**src/rtl/lcd_pkg.sv**
```systemverilog
// Shared types, HD44780 command bytes and elaboration helpers for the LCD character writer.
package lcd_pkg;

  typedef enum logic [2:0] {
    PWRUP,
    INIT,
    IDLE,
    SETUP,
    EN_HI,
    EXEC,
    WRAP
  } lcd_state_t;

  // Origin of the byte currently on the bus; selects what happens after EXEC.
  typedef enum logic [1:0] {
    SRC_INIT,
    SRC_DATA,
    SRC_CMD,
    SRC_WRAP
  } lcd_src_t;

  localparam logic [7:0] LCD_FUNC_SET = 8'h38;
  localparam logic [7:0] LCD_DISP_ON  = 8'h0C;
  localparam logic [7:0] LCD_CLEAR    = 8'h01;
  localparam logic [7:0] LCD_ENTRY    = 8'h06;
  localparam logic [7:0] LCD_LINE0    = 8'h80;
  localparam logic [7:0] LCD_LINE1    = 8'hC0;
  localparam logic [7:0] CHAR_FF      = 8'h0C;

  function automatic int unsigned at_least_one(input int unsigned v);
    return (v == 0) ? 1 : v;
  endfunction

  function automatic int unsigned max_u(input int unsigned a, input int unsigned b);
    return (a > b) ? a : b;
  endfunction

  function automatic logic [7:0] init_cmd(input logic [1:0] idx);
    logic [7:0] cmd;
    case (idx)
      2'd0:    cmd = LCD_FUNC_SET;
      2'd1:    cmd = LCD_DISP_ON;
      2'd2:    cmd = LCD_CLEAR;
      default: cmd = LCD_ENTRY;
    endcase
    return cmd;
  endfunction

endpackage

```
**src/rtl/lcd_char_writer.sv**
```systemverilog
// Accepts ASCII bytes over valid/ready and writes them to an HD44780 16x2 LCD,
// handling power-up init, RS/EN timing, form feed and automatic line wrap.
module lcd_char_writer
  import lcd_pkg::*;
#(
  parameter int unsigned CLK_FREQ  = 50_000_000,
  parameter int unsigned PWRUP_CYC = CLK_FREQ / 25,
  parameter int unsigned SETUP_CYC = 2,
  parameter int unsigned EN_CYC    = CLK_FREQ / 1_000_000,
  parameter int unsigned EXEC_CYC  = CLK_FREQ / 20_000,
  parameter int unsigned CLEAR_CYC = CLK_FREQ / 500,
  parameter int unsigned COLS      = 16
) (
  input  logic       clk,
  input  logic       rstb,
  input  logic [7:0] char_in,
  input  logic       char_valid,
  output logic       char_ready,
  output logic [7:0] lcd_data,
  output logic       lcd_rs,
  output logic       lcd_rw,
  output logic       lcd_en,
  output logic       busy
);

  localparam int unsigned PWR_N   = at_least_one(PWRUP_CYC);
  localparam int unsigned SETUP_N = at_least_one(SETUP_CYC);
  localparam int unsigned EN_N    = at_least_one(EN_CYC);
  localparam int unsigned EXEC_N  = at_least_one(EXEC_CYC);
  localparam int unsigned CLEAR_N = at_least_one(CLEAR_CYC);
  localparam int unsigned MAX_N   = max_u(max_u(PWR_N, SETUP_N), max_u(max_u(EN_N, EXEC_N), CLEAR_N));
  localparam int unsigned CNT_W   = $clog2(MAX_N) + 1;
  localparam int unsigned COL_W   = $clog2(COLS + 1);

  // The counter leaves reset at 0 and counts down through wrap-around during
  // power-up, so PWRUP ends at the two's-complement of PWR_N-1 (PWR_N cycles).
  localparam logic [CNT_W-1:0] PWR_END = CNT_W'((64'd1 << CNT_W) - 64'(PWR_N - 1));

  lcd_state_t       state, state_n;
  lcd_src_t         src, src_n;
  logic [CNT_W-1:0] cnt, cnt_n;
  logic [1:0]       init_idx, init_idx_n;
  logic [COL_W-1:0] col, col_n;
  logic             line, line_n;
  logic             clear_wait, clear_wait_n;
  logic             ld;
  logic [7:0]       ld_byte;
  logic             ld_rs;
  lcd_src_t         ld_src;

  always_comb begin
    state_n      = state;
    src_n        = src;
    cnt_n        = cnt;
    init_idx_n   = init_idx;
    col_n        = col;
    line_n       = line;
    clear_wait_n = clear_wait;
    ld           = 1'b0;
    ld_byte      = '0;
    ld_rs        = 1'b0;
    ld_src       = src;

    case (state)
      PWRUP: begin
        if (cnt == PWR_END) begin
          state_n    = INIT;
          init_idx_n = '0;
          cnt_n      = '0;
        end else begin
          cnt_n = cnt - 1'b1;
        end
      end

      INIT: begin
        ld      = 1'b1;
        ld_byte = init_cmd(init_idx);
        ld_rs   = 1'b0;
        ld_src  = SRC_INIT;
      end

      IDLE: begin
        if (char_valid && char_ready) begin
          ld = 1'b1;
          if (char_in == CHAR_FF) begin
            ld_byte = LCD_CLEAR;
            ld_rs   = 1'b0;
            ld_src  = SRC_CMD;
          end else begin
            ld_byte = char_in;
            ld_rs   = 1'b1;
            ld_src  = SRC_DATA;
          end
        end
      end

      WRAP: begin
        ld      = 1'b1;
        ld_byte = line ? LCD_LINE1 : LCD_LINE0;
        ld_rs   = 1'b0;
        ld_src  = SRC_WRAP;
      end

      SETUP: begin
        if (cnt == '0) begin
          state_n = EN_HI;
          cnt_n   = CNT_W'(EN_N - 1);
        end else begin
          cnt_n = cnt - 1'b1;
        end
      end

      EN_HI: begin
        if (cnt == '0) begin
          state_n = EXEC;
          // EXEC spends one extra hold cycle before the wait proper.
          cnt_n   = clear_wait ? CNT_W'(CLEAR_N) : CNT_W'(EXEC_N);
        end else begin
          cnt_n = cnt - 1'b1;
        end
      end

      EXEC: begin
        if (cnt != '0) begin
          cnt_n = cnt - 1'b1;
        end else begin
          case (src)
            SRC_INIT: begin
              if (init_idx == 2'd3) begin
                state_n = IDLE;
              end else begin
                init_idx_n = init_idx + 1'b1;
                state_n    = INIT;
              end
            end
            SRC_DATA: begin
              if (col == COL_W'(COLS - 1)) begin
                col_n   = '0;
                line_n  = ~line;
                state_n = WRAP;
              end else begin
                col_n   = col + 1'b1;
                state_n = IDLE;
              end
            end
            SRC_CMD: begin
              col_n   = '0;
              line_n  = 1'b0;
              state_n = IDLE;
            end
            default: state_n = IDLE;
          endcase
        end
      end

      default: state_n = PWRUP;
    endcase

    if (ld) begin
      state_n      = SETUP;
      src_n        = ld_src;
      cnt_n        = CNT_W'(SETUP_N - 1);
      clear_wait_n = !ld_rs && (ld_byte == LCD_CLEAR);
    end
  end

  always_ff @(posedge clk or negedge rstb) begin
    if (!rstb) begin
      state      <= PWRUP;
      src        <= SRC_INIT;
      cnt        <= '0;
      init_idx   <= '0;
      col        <= '0;
      line       <= 1'b0;
      clear_wait <= 1'b0;
      lcd_data   <= '0;
      lcd_rs     <= 1'b0;
      lcd_en     <= 1'b0;
      char_ready <= 1'b0;
    end else begin
      state      <= state_n;
      src        <= src_n;
      cnt        <= cnt_n;
      init_idx   <= init_idx_n;
      col        <= col_n;
      line       <= line_n;
      clear_wait <= clear_wait_n;
      lcd_en     <= (state_n == EN_HI);
      char_ready <= (state_n == IDLE);
      if (ld) begin
        lcd_data <= ld_byte;
        lcd_rs   <= ld_rs;
      end
    end
  end

  assign lcd_rw = 1'b0;
  assign busy   = (state != IDLE);

endmodule
```
**config.mk**
```make
export PLATFORM = sky130hd
export DESIGN_NAME = lcd_char_writer
export DESIGN_NICKNAME = d
export VERILOG_FILES = /design/src/rtl/lcd_pkg.sv /design/src/rtl/lcd_char_writer.sv
export SDC_FILE = /design/constraint.sdc
export NUM_CORES = 1
export LEC_CHECK = 0
export CAP_MARGIN = 20
export CORE_ASPECT_RATIO = 0.8
export CORE_MARGIN = 3
export CORE_UTILIZATION = 53
export CTS_BUF_LIST = sky130_fd_sc_hd__clkbuf_8 sky130_fd_sc_hd__clkbuf_16
export CTS_CLUSTER_SIZE = 12
export DETAILED_ROUTE_END_ITERATION = 10
export MAX_ROUTING_LAYER = met4
export PLACE_DENSITY = 0.8
export SYNTH_ARGS = -nofsm -noshare
export SYNTH_HDL_FRONTEND = slang
export SYNTH_SLANG_ARGS = --single-unit
```
**constraint.sdc**
```tcl
create_clock -name clk -period 2.3 [get_ports clk]
set_clock_uncertainty 0.2 [all_clocks]
set_input_delay 0.23 -clock clk [delete_from_list [all_inputs] [get_ports clk]]
set_output_delay 0.23 -clock clk [all_outputs]
set_load 0.03 [all_outputs]
```
==> flow_metrics.env, run 1 <==
export IMPL_status="finished with violations"
export IMPL_violations="setup timing"
export IMPL_p_total_mw=1.39
export IMPL_max_slew_worst_pin_slew_ps=627
export IMPL_drt_iter0_drc=323
export IMPL_stdcell_count=492
export IMPL_die_h_um=74.0
export IMPL_synth_common_cells="dfrtp_1 (47), nand2_1 (31), nor2_1 (29), o21ai_0 (20), nor3_1 (18)"
export IMPL_coreArea_um2=5530
export IMPL_crit_fanout=7
export IMPL_critPathRequiredTime_ps=2280
export IMPL_path_class="flop to flop"
export IMPL_pre_cts_ws_ps=-100
export IMPL_period_share=1.01
export IMPL_yosysSeqAreaShare=0.384
export IMPL_slowest_stage="or4_4"
export IMPL_htreeDepth=2
export IMPL_finalSetupTns_ps=-154
export IMPL_root_buffer="clkbuf_8"
export IMPL_dpl_cell_area_um2=3680
export IMPL_setup_viol=10
export IMPL_crit_family="simple AND/OR/NAND/NOR gates"
export IMPL_cts_sinks=47
export IMPL_holdCritPathClass="primary input to asynchronous set/reset pin"
export IMPL_io_buffer_count=22
export IMPL_synth_main_ff_cell="dfrtp_1"
export IMPL_antenna_found_initial=0
export IMPL_netlist_area_leader_share=0.384
export IMPL_synth_cells=340
export IMPL_cts_buffers=5
export IMPL_wl_per_cell_um=17.1
export IMPL_hpwlAfterDp_mm=6.18
export IMPL_power_density_nw_per_um2=349
export IMPL_io_pin_count=24
export IMPL_finalNetCount=435
export IMPL_grt_usage=0.265
export IMPL_final_area_um2=3990
export IMPL_max_freq_mhz=430
export IMPL_yosysUniqueCellTypes=68
export IMPL_area_growth_pct=30.4
export IMPL_fin_crit_ps=2330
export IMPL_ys_warn_count=0
export IMPL_cts_tree="built"
export IMPL_vias=3038
export IMPL_synth_area_um2=3060
export IMPL_start_util=0.554
export IMPL_drc=0
export IMPL_worstSetupEndpointType="flop"
export IMPL_vdd_drop_max_v=0.000308
export IMPL_grt_pass1_wl_mm=14.0
export IMPL_die_area_um2=6730
export IMPL_arrival_ps=2300
export IMPL_layout_setup_ws_ps=-27.5
export IMPL_avgSynthCellArea_um2=9.00
export IMPL_reg2reg_slack_ps=-30
export IMPL_relSlewSlack=0.579
export IMPL_grt_pass1_vias=2859
export IMPL_final_antenna_net_count=0
export IMPL_diodes=0
export IMPL_grt_max_degree=25
export IMPL_grt_overflow_total=0
export IMPL_critPathMaxStageDelay_ps=590
export IMPL_ys_top_cells_by_area="dfrtp_1 (38%), ha_1 (4.5%), nand2_1 (3.8%), nor2_1 (3.6%), o21ai_0 (3.3%)"
export IMPL_num_fill_cells=423
export IMPL_syn_nets=362
export IMPL_synthArstFlopShare=1.00
export IMPL_cap_violations=0
export IMPL_drtPass1Iterations=4
export IMPL_routed_wl_mm=8.42
export IMPL_hold_violations=0
export IMPL_fp_dieW_um=91.0
export IMPL_place_inst=475
export IMPL_leakagePower_nw=1.80
export IMPL_critPathLaunchType="flop"
export IMPL_viasPerCell=6.17
export IMPL_place_congestion=0.945
export IMPL_rsz0062_at_grt="yes"
export IMPL_rows=24
export IMPL_cts_clk_slew_worst_paths_ps=100
export IMPL_clockBufferDepth=2
export IMPL_yosysTopAreaCell="dfrtp_1"
export IMPL_worstSkewPairLatency_ps=310
export IMPL_crit_buf_inv=1
export IMPL_final_layout_size_suffix_gt1_frac=0.271
export IMPL_whs_ps=245
export IMPL_crit_chain="or4_4, nor4_4, nand4_4, a21boi_4, buf_12, a211oi_2"
export IMPL_synth_edf_count=0
export IMPL_synth_most_common_cell="dfrtp_1"
export IMPL_drv_slew=0
export IMPL_synth_seq_cells=47
export IMPL_final_util=0.722
## path summary, 6_finish.rpt
kind	startpoint	endpoint	cells past startpoint
max	cnt[3]	cnt[17]	6
min	rstb	col[2]	2
max reg2reg	cnt[3]	cnt[17]	6
min reg2reg	lcd_rs	lcd_rs	1
max in group asynchronous	rstb	cnt[2]	3
min in group clk	lcd_rs	lcd_rs	1
## metal layers
layer  share of wire  track usage
met3           0.065       0.0415
met4           0.012       0.0585
met2            0.46        0.412
met5               0            -
met1            0.46        0.372
## what timing repair did
item / in CTS / in global routing
setup buffers: 2 / 6
endpoints found under the hold margin: 23 / 0
resized for setup: 7 / 24
hold buffers: 1 / 0
endpoints found under the setup margin: 20 / 24
pin swaps: 4 / 17
## flip-flops by register name, summed over array words and instances, names as in the netlist
signal and flops:
char_ready 1, clear_wait 1, cnt 22, col 5, init_idx 2, lcd_data 8
lcd_en 1, lcd_rs 1, line 1, src 2, state 3
## final cells by class
type | count | area, um^2 | area share
clock inverter | 3 | 25.0 | 0.00627
clock buffer | 5 | 68.8 | 0.0172
tap | 78 | 97.6 | 0.0245
inverter | 12 | 45.0 | 0.0113
timing repair buffer | 81 | 688 | 0.172
multi-input combinational | 266 | 1890 | 0.474
sequential | 47 | 1180 | 0.295
## cells in the final DEF (no fill, tap or decap), types with 6 or more instances in the layout
master	Yosys	routed
a211oi_2	1	6
a21oi_1	11	11
a22oi_1	8	7
buf_4	2	55
clkdlybuf4s50_1	0	20
dfrtp_1	47	47
ha_1	11	10
inv_1	12	11
nand2_1	31	31
nand2b_1	8	8
nand3_1	9	8
nor2_1	29	28
nor3_1	18	14
o21ai_0	20	19
o31ai_1	8	7
## cells by family (layout without fill, tap and decap cells)
| family | Yosys count | in the layout | synth area share |
|---|---|---|---|
| other | 1 | 1 | 0.00123 |
| buffers and inverters | 27 | 101 | 0.0450 |
| AND/OR/NAND/NOR | 142 | 142 | 0.258 |
| flip-flops | 47 | 47 | 0.384 |
| multiplexers | 1 | 1 | 0.00327 |
| AO/OA/AOI/OAI | 108 | 108 | 0.255 |
| XOR/XNOR | 3 | 3 | 0.00859 |
| adder cells (fa/ha/maj) | 11 | 11 | 0.0450 |
## power by group
| part | internal, mW | switching (mW) | total, mW |
|---|---|---|---|
| clock | 0.218 | 0.302 | 0.520 |
| combinational | 0.0207 | 0.0259 | 0.0467 |
| sequential | 0.826 | 0 | 0.826 |
Note: power is estimated with default switching activity, not from simulation.
==> run 2: changes to the inputs <==
CORE_MARGIN = unset   (was 3)
==> run 2 against run 1 <==
Compared with the run above:
- the run still ends with setup timing left
- sequential power about the same
- hold slack improved by 12 ps
- count of clock-buffer cells in the layout is the same
- highest routed layer unchanged
- total power increased by 5.3%
- cell area rose by 3.6%
- core utilization rose by 3.0 points
- flip-flop and latch count did not move
- die area shrank 9.6%
- largest power group unchanged
- maximum frequency down 0.68%
==> flow_metrics.env, run 2 (synthesized netlist as in run 1, its figures left out) <==
export IMPL_final_antenna_net_count=0
export IMPL_most_common_layout_cells="buf_4 (66), dfrtp_1 (44), nand2_1 (31)"
export IMPL_finalNetCount=448
export IMPL_start_util=0.557
export IMPL_htreeDepth=2
export IMPL_place_inst=483
export IMPL_clockBufferDepth=2
export IMPL_layout_setup_ws_ps=-43.5
export IMPL_drv_slew=0
export IMPL_cts_clk_slew_worst_paths_ps=90
export IMPL_max_flop_register="cnt"
export IMPL_period_share=1.02
export IMPL_arrival_ps=2310
export IMPL_diodes=0
export IMPL_viasPerCell=6.20
export IMPL_grt_usage=0.302
export IMPL_largest_reg_flops=22
export IMPL_drtPass1Iterations=6
export IMPL_cts_buffers=5
export IMPL_leakagePower_nw=1.88
export IMPL_io_buffer_count=22
export IMPL_p_total_mw=1.47
export IMPL_p_sw_frac=0.208
export IMPL_rsz0062_at_grt="yes"
export IMPL_drc=0
export IMPL_switchingPower_mw=0.304
export IMPL_die_h_um=70.0
export IMPL_wl_per_cell_um=17.7
export IMPL_power_frac_clock=0.406
export IMPL_antenna_found_initial=0
export IMPL_routed_wl_mm=8.94
export IMPL_cts_tree="built"
export IMPL_max_freq_mhz=427
export IMPL_io_pin_count=24
export IMPL_violations="setup timing"
export IMPL_area_growth_pct=35.1
export IMPL_reg_largest_list="cnt: 22 flops, lcd_data: 8 flops, col: 5 flops"
export IMPL_hold_violations=0
export IMPL_cap_violations=0
export IMPL_setup_viol=1
export IMPL_worstSetupEndpointType="flop"
export IMPL_place_congestion=0.909
export IMPL_max_slew_worst_pin_slew_ps=597
export IMPL_grt_pass1_wl_mm=14.2
export IMPL_root_buffer="clkbuf_8"
export IMPL_fp_dieW_um=87.0
export IMPL_internal_power_mw=1.16
export IMPL_die_area_um2=6080
export IMPL_num_fill_cells=371
export IMPL_vdd_drop_max_v=0.000244
export IMPL_p_seq_frac=0.563
export IMPL_critPathLaunchType="flop"
export IMPL_finalSetupTns_ps=-43.5
export IMPL_hpwlAfterDp_mm=6.12
export IMPL_rows=24
export IMPL_relSlewSlack=0.599
export IMPL_stdcell_count=504
export IMPL_status="finished with violations"
export IMPL_drt_iter0_drc=258
export IMPL_pwr_share_comb=0.031
export IMPL_crit_fanout=5
export IMPL_vias=3123
export IMPL_fin_crit_ps=2340
export IMPL_final_common_cell="buf_4"
export IMPL_cts_sinks=47
export IMPL_power_density_nw_per_um2=354
export IMPL_grt_overflow_total=0
export IMPL_coreArea_um2=5500
export IMPL_grt_pass1_vias=2946
export IMPL_path_class="flop to flop"
export IMPL_critPathRequiredTime_ps=2270
export IMPL_holdCritPathClass="primary input to asynchronous set/reset pin"
export IMPL_grt_max_degree=25
export IMPL_final_layout_size_suffix_gt1_frac=0.286
export IMPL_worstSkewPairLatency_ps=300
run 2: path summary, 6_finish.rpt:
kind | cells after the start | endpoint | startpoint | slack (ps)
worst min register to register | 1 | lcd_rs | lcd_rs | 280
worst max register to register | 6 | cnt[7] | cnt[3] | -40
min in group clk | 1 | lcd_rs | lcd_rs | 280
worst min-delay path | 2 | col[3] | rstb | 260
worst max-delay path | 6 | cnt[7] | cnt[3] | -40
max in group asynchronous | 3 | cnt[2] | rstb | 1100
run 2: repair_timing:
action / in CTS / in global routing
pin swaps: 4 / 11
resized for setup: 9 / 29
buffers inserted: 4 / 8
setup endpoints to repair: 20 / 28
cloned: 0 / 1
hold buffers: 1 / 0
endpoints found under the hold margin: 23 / 0
run 2: layout make-up:
type	instances	area, um^2	share of cell area
Clock buffer	5	68.8	0.0166
Sequential cell	47	1180	0.285
Inverter	12	45.0	0.0109
Multi-Input combinational cell	267	1930	0.466
Clock inverter	2	33.8	0.00817
Timing Repair Buffer	93	782	0.189
Tap cell	78	97.6	0.0236
run 2: power by group through the flow:
stage | sequential [mW] | clock, mW | combinational [mW]
after floorplan | 0.842 | 0 | 0.00483
after global placement | 0.842 | 0 | 0.0450
after detailed placement | 0.842 | 0 | 0.0456
after CTS | 0.825 | 0.599 | 0.0472
after global routing | 0.826 | 0.632 | 0.0511
final | 0.825 | 0.594 | 0.0456
run 2: worst max-delay path: stages (launching register included):
cell,delay [ps]
dfrtp_1,390
or4_4,580
nor4_4,290
buf_4,180
nand4_4,110
a221oi_1,330
o21ai_1,130
run 2: routing by layer:
layer  GRT usage  wire, um  vias up
met5           -         0        -
met4      0.0685       163        0
met3      0.0437       519       22
met2       0.446      4110      135
met1       0.440      4150     1503
li1            -         -     1463
run 2: stage by stage:
step            util  hold WS, ps  setup slack (ps)  area, um^2
2_1_floorplan      -         -266              3.94        3080
5_1_grt        0.753          305              -254        4140
3_5_place_dp   0.681         67.2             -91.8        3740
4_1_cts        0.713          284             -3.93        3920
6_report       0.753          258             -43.5        4140
3_3_place_gp   0.681         61.3             -15.2        3740
